### config.mk
export PLATFORM = sky130hd
export DESIGN_NAME = rotate_left_seq
export DESIGN_NICKNAME = d
export VERILOG_FILES = /design/src/rtl/rotate_left_seq.sv
export SDC_FILE = /design/constraint.sdc
export NUM_CORES = 1
export LEC_CHECK = 0
export BUFFER_PORTS_ARGS = -buffer_cell sky130_fd_sc_hd__buf_2
export CORE_MARGIN = 3
export CORE_UTILIZATION = 30
export CTS_CLUSTER_DIAMETER = 40
export CTS_CLUSTER_SIZE = 24
export DETAILED_ROUTE_END_ITERATION = 8
export GPL_ROUTABILITY_DRIVEN = 0
export GPL_TIMING_DRIVEN = 0
export PLACE_DENSITY_LB_ADDON = 0.1
export SLEW_MARGIN = 0
export SYNTH_ARGS = -nofsm -noshare
export SYNTH_HDL_FRONTEND = slang
export SYNTH_SLANG_ARGS = --single-unit
### constraint.sdc
create_clock -name clk -period 1.1 [get_ports clk]
set_clock_uncertainty 0.05 [all_clocks]
set_input_delay 0.055 -clock clk [delete_from_list [all_inputs] [get_ports clk]]
set_output_delay 0.055 -clock clk [all_outputs]
set_load 0.05 [all_outputs]
### src/rtl/rotate_left_seq.sv
// Sequential left-rotate unit: rotates a WIDTH-bit word left one bit per clock over valid/ready handshakes.
// Optional build macro ROTL_LSL_EN adds a mode port selecting logical shift left (zero fill) instead of rotate.
module rotate_left_seq #(
   parameter int unsigned WIDTH = 8,
   parameter int unsigned AMT_W = 3
) (
   input  logic             clk,
   input  logic             reset_n,
   input  logic             in_valid,
   output logic             in_ready,
   input  logic [WIDTH-1:0] a,
   input  logic [AMT_W-1:0] amt,
`ifdef ROTL_LSL_EN
   input  logic             mode,
`endif
   output logic             out_valid,
   input  logic             out_ready,
   output logic [WIDTH-1:0] y,
   output logic             busy
);

   typedef enum logic [1:0] {
      IDLE  = 2'd0,
      SHIFT = 2'd1,
      DONE  = 2'd2
   } state_t;

   state_t           state;
   state_t           state_nxt;
   logic [WIDTH-1:0] data;
   logic [AMT_W-1:0] cnt;
   logic             accept;
   logic             lsl;

   assign accept = in_valid && (state == IDLE);

`ifdef ROTL_LSL_EN
   // Operation kind is captured with the operands so later mode changes are ignored.
   always_ff @(posedge clk or negedge reset_n) begin
      if (!reset_n) begin
         lsl <= 1'b0;
      end else if (accept) begin
         lsl <= mode;
      end
   end
`else
   assign lsl = 1'b0;
`endif

   // State register.
   always_ff @(posedge clk or negedge reset_n) begin
      if (!reset_n) begin
         state <= IDLE;
      end else begin
         state <= state_nxt;
      end
   end

   // Next-state logic.
   always_comb begin
      state_nxt = state;
      unique case (state)
         IDLE: begin
            if (in_valid) begin
               state_nxt = (amt == '0) ? DONE : SHIFT;
            end
         end
         SHIFT: begin
            if (cnt == AMT_W'(1)) begin
               state_nxt = DONE;
            end
         end
         DONE: begin
            if (out_ready) begin
               state_nxt = IDLE;
            end
         end
         default: state_nxt = IDLE;
      endcase
   end

   // Outputs decode only the state and data registers.
   always_comb begin
      in_ready  = 1'b0;
      out_valid = 1'b0;
      busy      = 1'b1;
      y         = data;
      unique case (state)
         IDLE:    begin in_ready = 1'b1; busy = 1'b0; end
         DONE:    out_valid = 1'b1;
         default: ;
      endcase
   end

   // Datapath: load on accept, then one rotate (or zero-fill shift) per SHIFT cycle.
   always_ff @(posedge clk or negedge reset_n) begin
      if (!reset_n) begin
         data <= '0;
         cnt  <= '0;
      end else if (accept) begin
         data <= a;
         cnt  <= amt;
      end else if (state == SHIFT) begin
         data <= {data[WIDTH-2:0], (lsl ? 1'b0 : data[WIDTH-1])};
         cnt  <= cnt - AMT_W'(1);
      end
   end

endmodule

==> metrics.md <==
| Metric | Value |
|---|---|
| Status | complete, but fails checks |
| Violated checks | negative setup slack |
| Crit path time final | 1.29 ns |
| DP HPWL | 1.21 mm |
| CTS tree | done |
| Leak Pwr | 0.000526 uW |
| # IOs | 26 |
| Cell breakdown of the critical path | clkbuf_16, nor2_4, inv_2, buf_8 |
| Fin worst setup slack | -0.189 ns |
| Final Setup Violations | 15 |
| 1st-pass router iterations | 2 |
| Routed vias | 691 |
| H-Tree Level Count | 1 |
| HP Class | in2reg |
| CP top delay family | flip-flops |
| Slew HR | 0.799 |
| Number of remaining DRC errors | 0 |
| Num CTS Buffers | 3 |
| Worst Setup Start Kind | register |
| Fmax | 0.776 GHz |
| Setup_tns | -1.57 ns |
| Initial antenna violation count | 0 |
| Power Total | 3900 uW |
| Largest net degree at the start of global routing | 14 |
| Worst-path clk slew | 0.08 ns |
| Iter 0 DRT Violations | 5 |
| Unrepaired setup endpoints after global routing | true |
| Clk sink count | 13 |
| CP Capture Type | output pin |
| Post-synthesis sequential area ratio | 0.469 |
| Mapped cell area | 693 um2 |
| Synth Warn # | 0 |
| Register bit total from synthesis | 13 |
| Die footprint | 2920 um2 |
| Crit path arrival time | 1.18 ns |
| P&R area growth vs syn | 63.0% |
| Max cap viols | 0 |
| DIE HEIGHT | 54.1 um |
| Mapped Avg Cell Area | 9.63 um2 |
| Initial Util | 0.333 |
| Max-slew violations | 0 |
| Chip width | 54.1 um |
| Critical path buffer and inverter count | 3 |
| Crit path max fanout | 4 |
| Final wirelength | 1.94 mm |
| Nets | 135 |
| Row count | 16 |
| Clk_lat worst skew | 0.27 ns |
| Core area | 2080 um2 |
| Via density | 4.80 |
| # diodes | 0 |
| Kind of critical path | reg2out |
| Pwr Density | 3450 nW/um2 |
| Remaining Overflow, GRT | 0 |
| VDD IR max | 1.50 mV |
| Worst Path Required | 1.00 ns |
| Layout cells sized above 1 | 0.530 |
| Post-synth cell types | 22 |
| Max stage delay cell, worst path | dfrtp_2 |
| Vias in the first global route | 623 |
| Final hold vios | 0 |
| Commonest cells after routing, fill and taps aside | buf_2 (22), nand2_1 (11), dfrtp_1 (11) |
| Worst-margin pin slew | 0.301 ns |
| Commonest non-fill, non-tap cell in the layout | buf_2 |
| WL per Instance | 13.5 um |
| CTS max path bufs | 2 |
| Port Buf Inserts | 25 |
| Hold_ws | 0.0287 ns |
| Post-synth net total | 89 |
| Post-Syn Instances | 72 |
| Final Cycle Share | 1.17 |
| Root buffer cell | clkbuf_4 |
| Final ANT Viol Nets | 0 |
| Largest stage delay, worst path | 0.44 ns |
| Global-route wire length before repair | 3.02 mm |
| Gr usage total | 0.150 |
-- synth_stat cells --
| cell | instances | area, um2 |
|---|---|---|
| dfrtp_1 | 13 | 325 |
| nand2_1 | 11 | 41.3 |
| a22oi_1 | 9 | 67.6 |
| o21ai_1 | 8 | 40.0 |
| inv_1 | 6 | 22.5 |
| a21oi_1 | 3 | 15.0 |
| o21ai_0 | 3 | 15.0 |
| buf_6 | 2 | 22.5 |
| ha_1 | 2 | 25.0 |
| nor2_1 | 2 | 7.51 |
| nor2b_1 | 2 | 12.5 |
| a32oi_1 | 1 | 8.76 |
| a32oi_2 | 1 | 16.3 |
| buf_2 | 1 | 5.00 |
| buf_4 | 1 | 7.51 |
| clkbuf_8 | 1 | 13.8 |
| nand2b_1 | 1 | 6.26 |
| nor2b_4 | 1 | 13.8 |
| nor3_1 | 1 | 5.00 |
| o21ai_2 | 1 | 8.76 |
| o21bai_1 | 1 | 7.51 |
| o22ai_1 | 1 | 6.26 |
-- where the power goes --
part	switching (uW)	leakage [uW]	total [uW]	internal, uW
clock network	160	0.0000150	300	140
registers	215	0.000160	934	719
logic	1560	0.000351	2670	1110
-- layer usage --
metal	routed length (um)	part of all wire	vias to the layer above	global-route usage
met5	0	0	-	0
met4	10	0.0051	0	0.0830
met3	103	0.053	2	0.0332
met2	940	0.48	20	0.208
met1	888	0.46	326	0.211
li1	-	-	343	-
-- worst reg2reg max path, stage by stage (launching register included) --
cell     delay, ns
dfrtp_2       0.44
buf_6         0.14
nor2b_4       0.17
buf_6         0.15
a22oi_2       0.05
o21ai_1       0.14
-- stage by stage --
stage	cell area [um2]	cells	setup slack [ns]	util
after detailed placement	862	124	-0.0899	0.414
after floorplan	703	72	-0.221	-
final	1130	144	-0.189	0.543
after global routing	1130	144	-0.269	0.543
after CTS	1040	141	-0.215	0.500
after global placement	862	124	-0.0919	0.414
-- state kept, by name, indices dropped and copies added (netlist names) --
register,count
cnt,3
state,2
y,8
-- kinds of logic after synthesis --
group           synth area share
fa+ha+maj                 0.0361
compound gates             0.267
buf+inv                    0.103
simple gates               0.125
flops                      0.469
-- final cells by class --
class                           instances  area (um2)
Tap cell                               27        33.8
Fill cell                             207         952
Timing Repair Buffer                   42         307
Inverter                                6        22.5
Clock buffer                            4        26.3
Multi-Input combinational cell         48         360
Buffer                                  4        52.6
Sequential cell                        13         328
-- final timing paths --
kind,startpoint,endpoint,slack (ns),depth (start not counted)
hold / removal,amt[2],cnt[2]$_DFFE_PN0P_,0.03,3
setup reg to reg,state[0]$_DFFE_PN0P_,y[0]$_DFFE_PN0P_,-0.11,5
setup / recovery,state[0]$_DFFE_PN0P_,busy,-0.19,4
hold reg to reg,cnt[1]$_DFFE_PN0P_,cnt[1]$_DFFE_PN0P_,0.47,2
min in group asynchronous,reset_n,cnt[1]$_DFFE_PN0P_,0.13,2
max in group asynchronous,reset_n,state[0]$_DFFE_PN0P_,0.62,2
-- repair_timing --
item,CTS,global route
cloned,2,0
pin swaps,1,14
endpoints found under the hold margin,18,1
endpoints found under the setup margin,15,16
gates resized for setup,13,21
hold buffers,6,1
setup buffers,5,3
Note: power is estimated with default switching activity, not from simulation.
